--- src/rtl/go_stop_scheduler_pkg.sv ---
// Shared types for the go/stop scheduler: FSM state labels, requester ids
// and a one-hot grant helper.
package sched_pkg;

    typedef enum logic [1:0] {
        IDLE = 2'd0,
        GO   = 2'd1,
        RUN  = 2'd2,
        STOP = 2'd3
    } state_e;

    typedef logic req_id_t;

    localparam req_id_t FSM1_ID = 1'b0;
    localparam req_id_t FSM2_ID = 1'b1;

    function automatic logic [1:0] id_onehot(input req_id_t id);
        return (id == FSM2_ID) ? 2'b10 : 2'b01;
    endfunction

endpackage

--- src/rtl/go_stop_scheduler_hold_timer.sv ---
// Saturating RUN-cycle counter for the go/stop scheduler; limit_hit flags the
// last allowed RUN cycle (count == MAX_HOLD-1).
module hold_timer #(
    parameter int MAX_HOLD = 16
) (
    input  logic clock,
    input  logic resetN,
    input  logic clear,
    input  logic enable,
    output logic limit_hit
);

    localparam int CNT_W = $clog2(MAX_HOLD) + 1;
    localparam logic [CNT_W-1:0] LIMIT = CNT_W'(MAX_HOLD - 1);

    logic [CNT_W-1:0] count_q, count_d;

    assign limit_hit = (count_q == LIMIT);

    // Saturates at LIMIT so the count can never wrap back to zero.
    always_comb begin
        count_d = count_q;
        if (clear) begin
            count_d = '0;
        end else if (enable && !limit_hit) begin
            count_d = count_q + 1'b1;
        end
    end

    always_ff @(posedge clock or negedge resetN) begin
        if (!resetN) begin
            count_q <= '0;
        end else begin
            count_q <= count_d;
        end
    end

endmodule

--- src/rtl/go_stop_scheduler.sv ---
// Two-requester go/stop scheduler with round-robin contention resolution.
// Optional forced release after MAX_HOLD RUN cycles: GO_STOP_SCHEDULER_TIMEOUT_EN.
module go_stop_scheduler
    import sched_pkg::*;
#(
    parameter int MAX_HOLD = 16
) (
    input  logic       clock,
    input  logic       resetN,
    input  logic [1:0] req,
    input  logic [1:0] done,
    output logic [1:0] gnt,
    output logic       go,
    output logic       busy,
    output logic       last_owner,
    output logic       timeout
);

    state_e  state_q, state_d;
    req_id_t owner_q, owner_d;
    req_id_t last_owner_q, last_owner_d;
    logic    timeout_q, timeout_d;
    logic    limit_hit;

`ifdef GO_STOP_SCHEDULER_TIMEOUT_EN
    hold_timer #(
        .MAX_HOLD (MAX_HOLD)
    ) u_hold_timer (
        .clock     (clock),
        .resetN    (resetN),
        .clear     (state_q == STOP),
        .enable    (state_q == RUN),
        .limit_hit (limit_hit)
    );
`else
    assign limit_hit = 1'b0;
`endif

    always_comb begin
        state_d      = state_q;
        owner_d      = owner_q;
        last_owner_d = last_owner_q;
        timeout_d    = timeout_q;
        case (state_q)
            IDLE: begin
                timeout_d = 1'b0;
                if (req != 2'b00) begin
                    state_d = GO;
                    // Contention goes to whoever did not own the resource last.
                    case (req)
                        2'b01:   owner_d = FSM1_ID;
                        2'b10:   owner_d = FSM2_ID;
                        default: owner_d = ~last_owner_q;
                    endcase
                end
            end
            GO: begin
                state_d = RUN;
            end
            RUN: begin
                if (done[owner_q]) begin
                    state_d   = STOP;
                    timeout_d = 1'b0;
                end else if (limit_hit) begin
                    state_d   = STOP;
                    timeout_d = 1'b1;
                end
            end
            STOP: begin
                last_owner_d = owner_q;
                state_d      = IDLE;
            end
            default: state_d = IDLE;
        endcase
    end

    always_ff @(posedge clock or negedge resetN) begin
        if (!resetN) begin
            state_q      <= IDLE;
            owner_q      <= FSM1_ID;
            last_owner_q <= FSM2_ID;
            timeout_q    <= 1'b0;
        end else begin
            state_q      <= state_d;
            owner_q      <= owner_d;
            last_owner_q <= last_owner_d;
            timeout_q    <= timeout_d;
        end
    end

    assign gnt        = ((state_q == GO) || (state_q == RUN)) ? id_onehot(owner_q) : 2'b00;
    assign go         = (state_q == GO);
    assign busy       = (state_q != IDLE);
    assign last_owner = last_owner_q;
    assign timeout    = (state_q == STOP) && timeout_q;

endmodule
--- config.mk ---
export PLATFORM = sky130hd
export DESIGN_NAME = go_stop_scheduler
export DESIGN_NICKNAME = d
export VERILOG_FILES = /design/src/rtl/go_stop_scheduler_pkg.sv /design/src/rtl/go_stop_scheduler_hold_timer.sv /design/src/rtl/go_stop_scheduler.sv
export SDC_FILE = /design/constraint.sdc
export NUM_CORES = 1
export LEC_CHECK = 0
export BUFFER_PORTS_ARGS = -buffer_cell sky130_fd_sc_hd__buf_4
export CORE_AREA = 2 2 39 41
export CTS_CLUSTER_DIAMETER = 30
export DETAILED_ROUTE_END_ITERATION = 8
export DIE_AREA = 0 0 41 43
export PLACE_DENSITY = 0.43
export SKIP_LAST_GASP = 1
export SYNTH_ARGS = -nofsm -noshare
export SYNTH_HDL_FRONTEND = slang
export SYNTH_SLANG_ARGS = --single-unit
--- constraint.sdc ---
create_clock -name clock -period 1.8 [get_ports clock]
set_input_delay 0.18 -clock clock [delete_from_list [all_inputs] [get_ports clock]]
set_output_delay 0.18 -clock clock [all_outputs]
set_load 0.02 [all_outputs]
==> results of run 1 <==
## worst register-to-register path, delay by kind of cell, from the launching register on
family          cells  cell delay [ps]
compound gates      1              200
buf+inv             1               80
fa+ha+maj           1              240
flops               1              390
mux                 1              320
## cells in the mapped netlist
cell type	instances
conb_1	1
o31ai_1	1
o21ai_0	1
and2_2	1
dfstp_2	1
buf_4	1
dfrtp_1	3
and2b_2	1
mux2i_1	1
mux2_2	1
a22oi_2	1
ha_1	6
mux2_4	1
o22a_2	1
a21oi_1	1
inv_1	5
nor2_1	1
## routing by layer
metal,track usage,vias up,routed length (µm),share of wire
met5,0,-,0,0
met4,0.0800,0,0,0
met3,0.0471,0,49,0.097
met2,0.125,7,278,0.55
met1,0.0719,104,175,0.35
li1,-,117,-,-
## registers in the layout, summed over array words and instances (netlist names)
| name | count |
|---|---|
| last_owner | 1 |
| state_q | 2 |
| owner_q | 1 |
## metrics by stage
step / area [µm²] / utilization / cells / worst slack [ps]
finish: 427 / 0.308 / 58 / 240
CTS: 427 / 0.308 / 58 / 219
global placement: 390 / 0.282 / 53 / 474
global route: 427 / 0.308 / 58 / 150
detailed placement: 390 / 0.282 / 53 / 458
floorplan: 303 / - / 28 / 531
## power by group
part / switching [mW] / internal [mW] / total, mW
clock: 0.0361 / 0.0831 / 0.119
combinational: 0.224 / 0.245 / 0.468
sequential: 0.0450 / 0.145 / 0.190
## final cells by class
type / count / area, µm²
Fill cell: 161 / 957
Multi-Input combinational cell: 18 / 175
Sequential cell: 4 / 101
Timing Repair Buffer: 11 / 85.1
Clock buffer: 4 / 26.3
Tap cell: 16 / 20.0
Inverter: 5 / 18.8
## kinds of logic (layout without fill, tap and decap cells)
| group | Yosys count | after routing | share of synthesized area |
|---|---|---|---|
| adder cells (fa/ha/maj) | 6 | 6 | 0.248 |
| other | 1 | 1 | 0.0124 |
| buffers and inverters | 6 | 20 | 0.0868 |
| AO/OA/AOI/OAI | 5 | 5 | 0.132 |
| AND/OR/NAND/NOR | 3 | 3 | 0.0661 |
| flip-flops | 4 | 4 | 0.335 |
| multiplexers | 3 | 3 | 0.120 |
## cell usage in the layout (no fill, tap or decap)
| master | synthesis | final |
|---|---|---|
| a21oi_1 | 1 | 1 |
| dlygate4sd3_1 | 0 | 1 |
| o22a_2 | 1 | 1 |
| a22oi_2 | 1 | 1 |
| clkbuf_4 | 0 | 3 |
| ha_1 | 6 | 6 |
| buf_4 | 1 | 10 |
| mux2_4 | 1 | 1 |
| mux2_2 | 1 | 1 |
| mux2i_1 | 1 | 1 |
| dfrtp_1 | 3 | 3 |
| o21ai_0 | 1 | 1 |
| inv_1 | 5 | 5 |
| clkbuf_1 | 0 | 1 |
| and2_2 | 1 | 1 |
| nor2_1 | 1 | 1 |
| o31ai_1 | 1 | 1 |
| and2b_2 | 1 | 1 |
| conb_1 | 1 | 1 |
| dfstp_2 | 1 | 1 |
## timing repair
item,CTS,global route
endpoints found under the hold margin,4,0
hold buffers,1,0
setup endpoints to repair,0,0
## worst max path at each step
stage | startpoint | end | cells after the start
after floorplan | state_q[0] | state_q[1] | 4
after global placement | state_q[0] | state_q[1] | 4
after detailed placement | state_q[0] | state_q[1] | 4
after CTS | state_q[0] | gnt[0] | 4
after global routing | state_q[0] | gnt[0] | 4
final | state_q[0] | gnt[0] | 4
==> flow_metrics.py, run 1 <==
metrics = {
    "global_routing": {
        "grt_pass1_wl_um": 910,
        "grt_overflow_total": 0,
        "track_usage": 0.0838,
        "antenna_found_initial": 0,
        "grt_pass1_vias": 236,
        "grt_max_degree": 6,
    },
    "critical_path": {
        "reg2reg_depth": 4,
        "cp-start-kind": "flip-flop",
        "cp.required_ps": 1620,
        "path_max_fanout": 4,
        "crit_chain": "inv_1, ha_1, and2b_2, buf_4",
        "arrival_ps": 1380,
        "cp.buffers_inverters": 2,
        "setup.worst_path.end_class": "output port",
        "cp_slowest_cell": "dfrtp_1",
        "r2r-end": "state_q[1]",
        "timing.rr.start": "state_q[0]",
        "r2r_setup_slack_ps": 450,
        "critPathMaxStageDelay_ps": 390,
        "path_class": "flip-flop to output port",
        "crit_family": "flip-flops",
    },
    "synth": {
        "yosys.area.top_type_share": 0.248,
        "syn-num-nets": 40,
        "yosysWarnings": 0,
        "synth.area.top_cells": "dfrtp_1, ha_1, dfstp_2, inv_1, mux2_4",
        "yosysUniqueCellTypes": 17,
        "synth_seq_area_share": 0.335,
        "syn-cell-area_um2": 303,
        "yosys.area.top_type": "dfrtp_1",
        "ys_seq_elements": 4,
        "avgSynthCellArea_um2": 10.8,
        "syn-instance-count": 28,
    },
    "run_status": {
        "outcome": "finished, final reports clean",
    },
    "run": {
        "maxCapViolCount": 0,
    },
    "clock_tree": {
        "cts_made_buffers": 3,
        "cts_tree": "yes",
        "htreeDepth": 1,
        "clock_sinks": 4,
        "postCtsSetupBuffers": 0,
        "clock_latency_ps": 230,
        "cts_resized": 0,
        "clockRootBuffer": "clkbuf_4",
        "cts.path.max_buffers": 2,
        "clk_pin_slew_ps": 40,
    },
    "floorplanning": {
        "io_pins": 12,
        "fp.coreArea_um2": 1380,
        "start_util": 0.219,
        "fp-row-count": 14,
        "die_width_um": 41,
        "die_area_um2": 1760,
        "die_y_um": 43,
    },
    "timing": {
        "setup_viol": 0,
        "hold_slack_ps": 279,
        "maxSlewViolCount": 0,
        "setup_tns_ps": 0,
        "finalCritPeriodShare": 0.867,
        "rsz0062_at_grt": "no",
        "hold_violations": 0,
        "fmax_ghz": 0.641,
        "fin_skew_ps": 3.35,
        "fin_crit_ps": 1560,
    },
    "layout": {
        "area_delta_synth_final_pct": 40.9,
        "final_layout_size_suffix_gt1_frac": 0.476,
        "diodes": 0,
        "nets": 55,
    },
    "detailed_routing": {
        "dr_total_vias": 228,
        "drc": 0,
        "routedWlPerCell_um": 8.69,
        "ant_nets": 0,
        "totalWireLength_um": 504,
        "drtIter0Drc": 4,
        "drtPass1Iterations": 2,
        "vias_per_cell": 3.93,
    },
    "place": {
        "hpwl_um": 458,
        "place.gp.congestion": 0.675,
        "io_buffers": 10,
    },
    "pwr": {
        "cellPowerDensity_nw_per_um2": 1820,
        "ir_drop_mv": 0.731,
        "p_leak_nw": 0.225,
        "p_total_mw": 0.778,
    },
    "worst_hold_path": {
        "hold_class": "primary input to asynchronous set/reset pin",
    },
}
Power figures use the tool's default switching activity.
==> run 2, diff against run 1 <==
--- a/config.mk
+++ b/config.mk
@@ -12,4 +12,5 @@
 export DIE_AREA = 0 0 41 43
 export PLACE_DENSITY = 0.43
+export REMOVE_ABC_BUFFERS = 1
 export SKIP_LAST_GASP = 1
 export SYNTH_ARGS = -nofsm -noshare
==> constraint.sdc (replaced) <==
create_clock -name clock -period 1.8 [get_ports clock]
set_input_delay 0.27 -clock clock [delete_from_list [all_inputs] [get_ports clock]]
set_output_delay 0.27 -clock clock [all_outputs]
set_load 0.02 [all_outputs]
==> run 2 against run 1 <==
Hold slack better by 92 ps. Die area stayed put. Count of clock-buffer cells in the layout stayed put. Largest cell class unchanged. Largest power group unchanged.
==> flow_metrics.py, run 2 (same netlist as run 1, synthesis figures left out) <==
metrics = {
    "layout": {
        "mostFrequentLayoutCells": "buf_4, ha_1, inv_1",
        "area_delta_synth_final_pct": 40.9,
        "fillCellCount": 151,
        "diodes": 0,
        "largest_reg_flops": 2,
        "final_common_cell": "buf_4",
        "largest_register": "state_q",
        "fin_cells": 58,
        "nets": 55,
        "final_util": 0.308,
        "stdcell_area_um2": 427,
        "final_layout_size_suffix_gt1_frac": 0.476,
    },
    "timing": {
        "rsz0062_at_grt": "no",
        "hold_violations": 0,
        "fmax_ghz": 0.612,
        "setup_tns_ps": 0,
        "fin_ws_ps": 166,
        "fin_crit_ps": 1630,
        "fin_skew_ps": 1.33,
        "setup_viol": 0,
        "maxSlewViolCount": 0,
        "hold_slack_ps": 370,
        "finalCritPeriodShare": 0.908,
    },
    "critical_path": {
        "timing.rr.start": "state_q[0]",
        "cp-start-kind": "flip-flop",
        "reg2reg_depth": 4,
        "critPathMaxStageDelay_ps": 380,
        "path_max_fanout": 4,
        "cp.required_ps": 1530,
        "cp_slowest_cell": "dfrtp_1",
        "arrival_ps": 1360,
        "path_class": "flip-flop to output port",
        "r2r-end": "state_q[1]",
        "setup.worst_path.end_class": "output port",
        "r2r_setup_slack_ps": 450,
        "crit_family": "flip-flops",
        "crit_cells": 4,
        "cp.buffers_inverters": 2,
        "crit_chain": "inv_1, ha_1, and2b_2, buf_4",
    },
    "global_routing": {
        "track_usage": 0.0767,
        "grt_pass1_wl_um": 807,
        "grt_overflow_total": 0,
        "grt_max_degree": 6,
        "antenna_found_initial": 0,
        "grt_pass1_vias": 202,
    },
    "place": {
        "place_area_um2": 390,
        "io_buffers": 10,
        "dp.cells": 53,
        "place.gp.congestion": 0.645,
        "pre_cts_ws_ps": 412,
        "hpwl_um": 447,
    },
    "pwr": {
        "ir_drop_mv": 0.530,
        "internal_power_mw": 0.474,
        "switchingPower_mw": 0.306,
        "power_frac_comb": 0.606,
        "cellPowerDensity_nw_per_um2": 1830,
        "p_leak_nw": 0.225,
        "switching_share": 0.392,
        "p_clk_frac": 0.153,
        "seqPwrFrac": 0.241,
        "p_total_mw": 0.779,
    },
    "run": {
        "maxCapViolCount": 0,
    },
    "clock_tree": {
        "clockRootBuffer": "clkbuf_4",
        "clock_latency_ps": 230,
        "cts.path.max_buffers": 2,
        "cts_made_buffers": 3,
        "htreeDepth": 1,
        "cts_tree": "yes",
        "clock_sinks": 4,
        "cts_resized": 0,
        "clk_pin_slew_ps": 40,
    },
    "run_status": {
        "outcome": "finished, final reports clean",
    },
    "floorplanning": {
        "start_util": 0.219,
        "die_area_um2": 1760,
        "die_width_um": 41,
        "fp.coreArea_um2": 1380,
        "fp-row-count": 14,
        "io_pins": 12,
        "die_y_um": 43,
    },
    "detailed_routing": {
        "routedWlPerCell_um": 8.74,
        "drc": 0,
        "drtIter0Drc": 6,
        "totalWireLength_um": 507,
        "vias_per_cell": 3.90,
        "dr_total_vias": 226,
        "drtPass1Iterations": 3,
        "ant_nets": 0,
    },
    "worst_hold_path": {
        "hold_class": "primary input to asynchronous set/reset pin",
    },
}
==> run 2: layout make-up <==
class / count / area [µm²] / share of cell area
multi-input cells: 18 / 175 / 0.411
flip-flops and latches: 4 / 101 / 0.238
repair buffers: 11 / 85.1 / 0.199
clock buffers: 4 / 26.3 / 0.0616
well taps: 16 / 20.0 / 0.0469
inverters: 5 / 18.8 / 0.0440
==> run 2: layer usage <==
metal | GRT usage | routed length [µm] | share of wire
met1 | 0.0784 | 176 | 0.35
met2 | 0.106 | 282 | 0.56
met3 | 0.0471 | 49 | 0.097
met4 | 0.0600 | 0 | 0
met5 | 0 | 0 | 0
==> run 2: timing repair <==
action / in CTS / in global routing
setup buffers: 0 / 0
hold endpoints to repair: 4 / 0
hold buffers: 1 / 0
==> run 2: power groups by stage <==
stage / combinational, mW / sequential (mW) / clock, mW
3_3_place_gp: 0.466 / 0.187 / 0
5_1_grt: 0.515 / 0.197 / 0.132
3_5_place_dp: 0.474 / 0.190 / 0
6_report: 0.472 / 0.188 / 0.119
2_1_floorplan: 0.316 / 0.195 / 0
4_1_cts: 0.478 / 0.189 / 0.125
==> run 2: how the worst max path moves through the flow <==
stage	startpoint	endpoint	slack, ps
2_1_floorplan	state_q[0]	state_q[1]	530
3_3_place_gp	state_q[0]	gnt[0]	450
3_5_place_dp	state_q[0]	gnt[0]	410
4_1_cts	state_q[0]	gnt[0]	150
5_1_grt	state_q[0]	gnt[0]	100
6_report	state_q[0]	gnt[0]	170
